==> src/rtl/semaforo_sensor.sv <==
// Traffic-light sensor/checker: per-street car queues with timed departures,
// yield requests to the light controller, and a sticky light-protocol checker.
module semaforo_sensor #(
    parameter int unsigned DEPART_CYCLES = 2,
    parameter int unsigned MAX_GREEN     = 8,
    parameter int unsigned MIN_YELLOW    = 5
) (
    input  logic       clock,
    input  logic       reset,
    input  logic       car_a,
    input  logic       car_b,
    input  logic [1:0] LA,
    input  logic [1:0] LB,
    output logic       TA,
    output logic       TB,
    output logic [3:0] queue_a,
    output logic [3:0] queue_b,
    output logic       error,
    output logic [1:0] err_code
);

    localparam int unsigned QW = 4;
    localparam int unsigned TW = (DEPART_CYCLES < 2) ? 1 : $clog2(DEPART_CYCLES + 1);
    localparam int unsigned GW = $clog2(MAX_GREEN + 1);
    localparam int unsigned YW = $clog2(MIN_YELLOW + 1);
    localparam logic [QW-1:0] Q_MAX = QW'(15);

    typedef enum logic [1:0] {
        GREEN   = 2'b00,
        YELLOW  = 2'b01,
        RED     = 2'b10,
        ILLEGAL = 2'b11
    } light_t;

    localparam logic [1:0] ERR_NONE     = 2'b00;
    localparam logic [1:0] ERR_CONFLICT = 2'b01;
    localparam logic [1:0] ERR_TRANS    = 2'b10;
    localparam logic [1:0] ERR_SHORT_Y  = 2'b11;

    logic [1:0]    light  [2];
    logic          car    [2];
    logic [QW-1:0] q_r    [2], q_n    [2];
    logic [TW-1:0] tmr_r  [2], tmr_n  [2];
    logic [GW-1:0] age_r  [2], age_n  [2];
    logic [YW-1:0] ycnt_r [2], ycnt_n [2];
    light_t        last_r [2];
    logic          yield_n [2];
    logic          bad_trans [2];
    logic          short_y   [2];
    logic          conflict;
    logic [1:0]    viol;

    assign light[0] = LA;
    assign light[1] = LB;
    assign car[0]   = car_a;
    assign car[1]   = car_b;

    // Per-street queue, departure timer, green age, yellow length and yield request
    always_comb begin
        for (int i = 0; i < 2; i++) begin
            logic green;
            logic dep;
            logic [QW-1:0] q_other;
            q_n[i]       = q_r[i];
            tmr_n[i]     = '0;
            age_n[i]     = '0;
            ycnt_n[i]    = '0;
            yield_n[i]   = 1'b0;
            bad_trans[i] = 1'b0;
            short_y[i]   = 1'b0;
            q_other      = (i == 0) ? q_r[1] : q_r[0];
            green        = (light[i] == GREEN);
            dep          = green && (tmr_r[i] == TW'(DEPART_CYCLES - 1)) && (q_r[i] != '0);

            // Arrival at a full queue is dropped; departure still applies
            unique case ({car[i], dep})
                2'b10:   q_n[i] = (q_r[i] == Q_MAX) ? q_r[i] : q_r[i] + QW'(1);
                2'b01:   q_n[i] = q_r[i] - QW'(1);
                2'b11:   q_n[i] = (q_r[i] == Q_MAX) ? Q_MAX - QW'(1) : q_r[i];
                default: q_n[i] = q_r[i];
            endcase

            // Timer parks at its terminal count while the queue is empty
            if (green && !dep)
                tmr_n[i] = (tmr_r[i] == TW'(DEPART_CYCLES - 1)) ? tmr_r[i] : tmr_r[i] + TW'(1);

            if (green)
                age_n[i] = (age_r[i] == GW'(MAX_GREEN)) ? age_r[i] : age_r[i] + GW'(1);

            if (light[i] == YELLOW)
                ycnt_n[i] = (ycnt_r[i] == YW'(MIN_YELLOW)) ? ycnt_r[i] : ycnt_r[i] + YW'(1);

            yield_n[i] = green && (q_other != '0) &&
                         ((q_r[i] == '0) || (age_r[i] >= GW'(MAX_GREEN)));

            bad_trans[i] = (light[i] == ILLEGAL) ||
                           !((light[i] == last_r[i]) ||
                             (last_r[i] == GREEN  && light[i] == YELLOW) ||
                             (last_r[i] == YELLOW && light[i] == RED)    ||
                             (last_r[i] == RED    && light[i] == GREEN));

            short_y[i] = (last_r[i] == YELLOW) && (light[i] == RED) &&
                         (ycnt_r[i] < YW'(MIN_YELLOW));
        end
    end

    // Violation classification with conflict > transition > short-yellow priority
    always_comb begin
        conflict = (LA != RED) && (LB != RED);
        viol     = ERR_NONE;
        if (conflict)
            viol = ERR_CONFLICT;
        else if (bad_trans[0] || bad_trans[1])
            viol = ERR_TRANS;
        else if (short_y[0] || short_y[1])
            viol = ERR_SHORT_Y;
    end

    // State and output registers
    always_ff @(posedge clock or posedge reset) begin
        if (reset) begin
            for (int i = 0; i < 2; i++) begin
                q_r[i]    <= '0;
                tmr_r[i]  <= '0;
                age_r[i]  <= '0;
                ycnt_r[i] <= '0;
                last_r[i] <= RED;
            end
            TA       <= 1'b0;
            TB       <= 1'b0;
            error    <= 1'b0;
            err_code <= ERR_NONE;
        end else begin
            for (int i = 0; i < 2; i++) begin
                q_r[i]    <= q_n[i];
                tmr_r[i]  <= tmr_n[i];
                age_r[i]  <= age_n[i];
                ycnt_r[i] <= ycnt_n[i];
                last_r[i] <= light_t'(light[i]);
            end
            TA <= yield_n[0];
            TB <= yield_n[1];
            if (!error && viol != ERR_NONE) begin
                error    <= 1'b1;
                err_code <= viol;
            end
        end
    end

    assign queue_a = q_r[0];
    assign queue_b = q_r[1];

endmodule
==> config.mk <==
export PLATFORM = sky130hd
export DESIGN_NAME = semaforo_sensor
export DESIGN_NICKNAME = d
export VERILOG_FILES = /design/src/rtl/semaforo_sensor.sv
export SDC_FILE = /design/constraint.sdc
export NUM_CORES = 1
export LEC_CHECK = 0
export CORE_MARGIN = 2
export CORE_UTILIZATION = 50
export DETAILED_ROUTE_END_ITERATION = 10
export PLACE_DENSITY_LB_ADDON = 0.2
export SYNTH_ARGS = -nofsm -noshare
export SYNTH_HDL_FRONTEND = slang
export SYNTH_SLANG_ARGS = --single-unit
export TNS_END_PERCENT = 20
==> constraint.sdc <==
create_clock -name clock -period 3.01 [get_ports clock]
set_input_delay 0.602 -clock clock [delete_from_list [all_inputs] [get_ports clock]]
set_output_delay 0.602 -clock clock [all_outputs]
set_load 0.005 [all_outputs]
Word-level counts from Yosys, hierarchy flattened
Cells that the tools add are included.

Register bits after elaboration: 35. Input bits: 8. Output and inout bits: 13.

Add/sub/neg operators: 10. Order comparisons: 4. Eq/ne operators: 38. Mux-type cells: 21. Reduce and logical (&&, ||, !) cells: 50.

Operator list (number): $mux W4 (8); $ne A2 B2 Y1 const B (12); $pmux W4 S3 (2); $eq A2 B2 Y1 const B (10); $logic_and A1 B1 Y1 (20); $add A4 B1 Y4 const B (4); $eq A2 B1 Y1 const B (8); $eq A4 B4 Y1 const B (4); $mux W2 (7); $logic_or A1 B1 Y1 (12); $mux W3 (4); $ge A4 B4 Y1 const B (2); $logic_not A2 Y1 (4); $logic_not A4 Y1 (2); $reduce_bool A4 Y1 (2); $sub A4 B1 Y4 const B (2); $add A3 B1 Y3 const B (2); $eq A3 B3 Y1 const B (2); $lt A3 B3 Y1 const B (2); $reduce_and A3 Y1 (2); $reduce_bool A3 Y1 (2); $logic_not A1 Y1 (5); $add A2 B1 Y2 const B (2); $eq A2 B2 Y1 (2); $reduce_bool A2 Y1 (1).

Longest topological paths before layout
Depth in word-level cells: 12. Gate-level depth with buffers: 9. Depth with buffers taken out: 9.

Worst setup path after synthesis
Ideal clock, no wire load.

Kind: input-to-reg. From: in LB[1]. To: reg q_r, in the netlist queue_b[2]. Setup time: 0.133 ns. Data arrival time: 2.150 ns. Required time: 2.877 ns. Path slack: 0.726 ns. Stages on the path: 7. Path buffers: 0. Path through: or4b_1 > nor2_1 > xor2_1 > ha_1 > nor4_1 > a31o_1 > a21oi_1.

Longest elaborated chain between the ends: 6. Elaborated cells on any way between the ends: 11. Classes of those cells: eq/ne: 5; mux: 1; reduce/logical: 5.

Ends and longest elaborated chain: start: declaration (RTL line 13) `input logic [1:0] LB,`; $logic_not A2 Y1 (*) (RTL line 72) `green = (light[i] == GREEN);`; $logic_and A1 B1 Y1 (*) (2 in a row) (RTL line 73) `dep = green && (tmr_r[i] == TW'(DEPART_CYCLES - 1)) && (q_r[i] != '0);`; $eq A2 B2 Y1 / $eq A2 B1 Y1 (equally long branches) (RTL line 76) `unique case ({car[i], dep})`; $ne A2 B2 Y1 (no source line) / $reduce_bool A3 Y1 (equally long branches); $reduce_and A3 Y1 (no source line); end signal: indexed assignment (RTL line 135) `q_r[i] <= q_n[i];`; end: declaration (RTL line 42) `logic [QW-1:0] q_r [2], q_n [2];`.

Mark *: on every way between the ends. The rest lies on a longest branch, timed or not. A chain may end at the register's enable or synchronous reset.

Final worst setup path
Ends and elaborated chain as after synthesis.

==> run metrics <==
worst vdd rail ir drop ~470 uV; Buf+Inv Stages, Crit Path 1; Final Hold Fails 0; asr flop ratio synth 100%; Filler Cell Count 320; Post-synth EDFFs 0; final wirelength 3.69 mm; max-slew violations 0; CP Data Arrival Time 2.72 ns; Place WS 0.148 ns; clock share of power 25.2%; initial antenna violation count 0; RR Endpoint queue_b[2]$_DFFE_PP0P_; setup ws final approximately 0.45 ns; drt first-iter violations 119; top-level I/O count 21; Worst-Skew Late Latency 0.29 ns; Synth Net Count 214; Fmax achieved 391 MHz; NetSw 0.440 mW; drt pass-1 iters 4; Worst Hold Class flip-flop to flip-flop; Clock Path Buffers 2; Via density 5.57; DR WL/cell roughly 14 um; Die Wd approximately 66 um; setup bufs post-CTS 0; CTS buffer count 5; worst slew pin tran 0.602 ns; Routed Antenna Nets 0; P_leak 0.967 nW; Tcrit/Tclk final 85.0%; CP required 3.18 ns; Max-slew headroom 59.8%; Syn Area/Cell just under 10 um^2; register share of total power a little under half; dpl cells 261; post-route insts no fill 269; Multi-input gate area 947 um^2; ANT cells 0; vias in the first global route 1556; commonest non-fill, non-tap cell in the layout dfrtp_1; Final HPWL DP 2.75 mm; Comb pwr share 27.0%; gpl congestion 0.768; commonest non-fill, non-tap cells in the layout 33 x dfrtp_1, 31 x nor2_1, 20 x clkdlybuf4s50_1, 16 x nand2_1, 15 x inv_1; post-synthesis register bit count 35; via count 1498; Setup CP Type primary input to flip-flop; Switching Fraction a little under a third; warnings from Yosys 0; synthesized area 1920 um^2; global-route wire length before repair 6.66 mm; fin crit period about 2.6 ns; fin util 61.8%; WHS Path Cells 1; Pwr Total approximately 1.4 mW; clock slew at reported path FFs 0.07 ns; CTS sink cnt 35; clk root buf clkbuf_8; total grt overflow 0; CP max FO 5; FF/Latch Area roughly 900 um^2; Cells after Synth 194; Final Setup Violations 0; RSZ-0062 raised after global routing false; slowest stage delay, CP 0.57 ns; Die Y 65.9 um; core area 3660 um^2; sequential share of the synthesized area 45.8%; clk_skew 0.00895 ns; Critical Path End Type flip-flop; Port Buf Inserts 20; H-Tree Depth 2; crit-path cells clkdlybuf4s50_1 > or4b_1 > nor2_1 > xor2_1 > ha_1 > nor4_1 > a31o_1 > a21oi_1; reg-to-reg startpoint tmr_r[1]$_DFFE_PP0P_; Critical Path Start Type primary input; Hold Crit Endpoint err_code[0]$_DFFE_PP0P_; status finished, final reports clean; pwr/cell area just over 600 nW/um^2; Initial Util 52.4%; Residual DRC 0; post-synth cell types 43; Top Family by Delay on Critical Path simple AND/OR/NAND/NOR gates; area delta synth->final 18.0%; main flop type after synthesis dfrtp_1; reg2reg setup slack 0.65 ns; Hold Path Origin err_code[0]$_DFFE_PP0P_; # rows 22; CTS tree done; Worst path slowest cell or4b_1; Fin Setup TNS 0 ns; CTS Hold Buffers Added 0; Max Cap Violations 0; Tot GR Track Use 20.1%; Internal 0.939 mW; # nets final 240; largest net degree at the start of global routing 36; die footprint between 4000 and 5000 um^2; share of layout cells above drive strength 1 9.50%; worst r2r path cells 9; Post-CTS Resized 0
## area by class of cell
type	count	area share, %
inverter	15	2.49
clock inverter	1	0.221
sequential	35	38.8
timing repair buffer	24	10.2
clock buffer	7	3.81
tap	48	2.65
multi-input combinational	139	41.8
## per-stage QoR
| step | area (um^2) | hold WS, ns |
|---|---|---|
| after floorplan | 1920 | 0.490 |
| after global placement | 2170 | 0.484 |
| after detailed placement | 2170 | 0.502 |
| after CTS | 2260 | 0.514 |
| final | 2260 | 0.507 |
| after global routing | 2260 | 0.541 |
## power groups by stage
| stage | Sequential (mW) | Combinational, mW | Clock [mW] |
|---|---|---|---|
| floorplan | 0.625 | 0.249 | 0 |
| global placement | 0.659 | 0.365 | 0 |
| detailed placement | 0.667 | 0.374 | 0 |
| CTS | 0.659 | 0.378 | 0.358 |
| global route | 0.672 | 0.416 | 0.383 |
| finish | 0.659 | 0.373 | 0.348 |
## cell usage after synthesis, types with 2 or more instances
cell type | instances | area, um^2
dfrtp_1 | 33 | 826
nor2_1 | 31 | 116
nand2_1 | 16 | 60.1
inv_1 | 15 | 56.3
ha_1 | 12 | 150
a21oi_1 | 10 | 50.1
nor3_1 | 6 | 30.0
xnor2_1 | 6 | 52.6
o21ai_0 | 5 | 25.0
xor2_1 | 5 | 43.8
a211oi_1 | 4 | 30.0
mux2i_1 | 4 | 40.0
nand3_1 | 4 | 20.0
a31oi_1 | 3 | 18.8
a41oi_1 | 3 | 26.3
or2_2 | 3 | 18.8
buf_2 | 2 | 10.0
buf_6 | 2 | 22.5
dfstp_2 | 2 | 52.6
nand4_1 | 2 | 12.5
nor4_4 | 2 | 42.5
o22a_1 | 2 | 17.5
or4b_1 | 2 | 20.0
## worst max-delay path by stage
stage / startpoint / to / cells past startpoint
after floorplan: LB[1] / queue_b[2]$_DFFE_PP0P_ / 7
after global routing: LA[1] / queue_a[2]$_DFFE_PP0P_ / 8
after detailed placement: LB[1] / queue_b[2]$_DFFE_PP0P_ / 8
after global placement: LA[1] / queue_a[2]$_DFFE_PP0P_ / 8
final: LB[1] / queue_b[2]$_DFFE_PP0P_ / 8
after CTS: LA[1] / queue_a[2]$_DFFE_PP0P_ / 8
## registers in the layout, summed over array words and instances, names as in the netlist
register  flops
age_r         8
queue_b       4
TA            1
last_r        4
ycnt_r        6
tmr_r         4
error         1
err_code      2
TB            1
queue_a       4
## metal layers
metal | GRT usage (%) | vias to the layer above | routed length [um]
li1 | - | 738 | -
met4 | 5.36 | 0 | 48
met5 | 0 | - | 0
met3 | 6.13 | 6 | 133
met2 | 36.9 | 24 | 1960
met1 | 22.6 | 730 | 1550
## logic make-up after synthesis
kind of cell	after synthesis	synth area share (%)
xor gates and xnor gates	11	5.02
AOI/OAI and AO/OA	36	12.9
buffers and inverters	20	4.83
and+or+nand+nor	74	20.4
DFF	35	45.8
muxes	6	3.26
adders and majority gates	12	7.83
No activity file was read; power rests on OpenSTA's default activity.
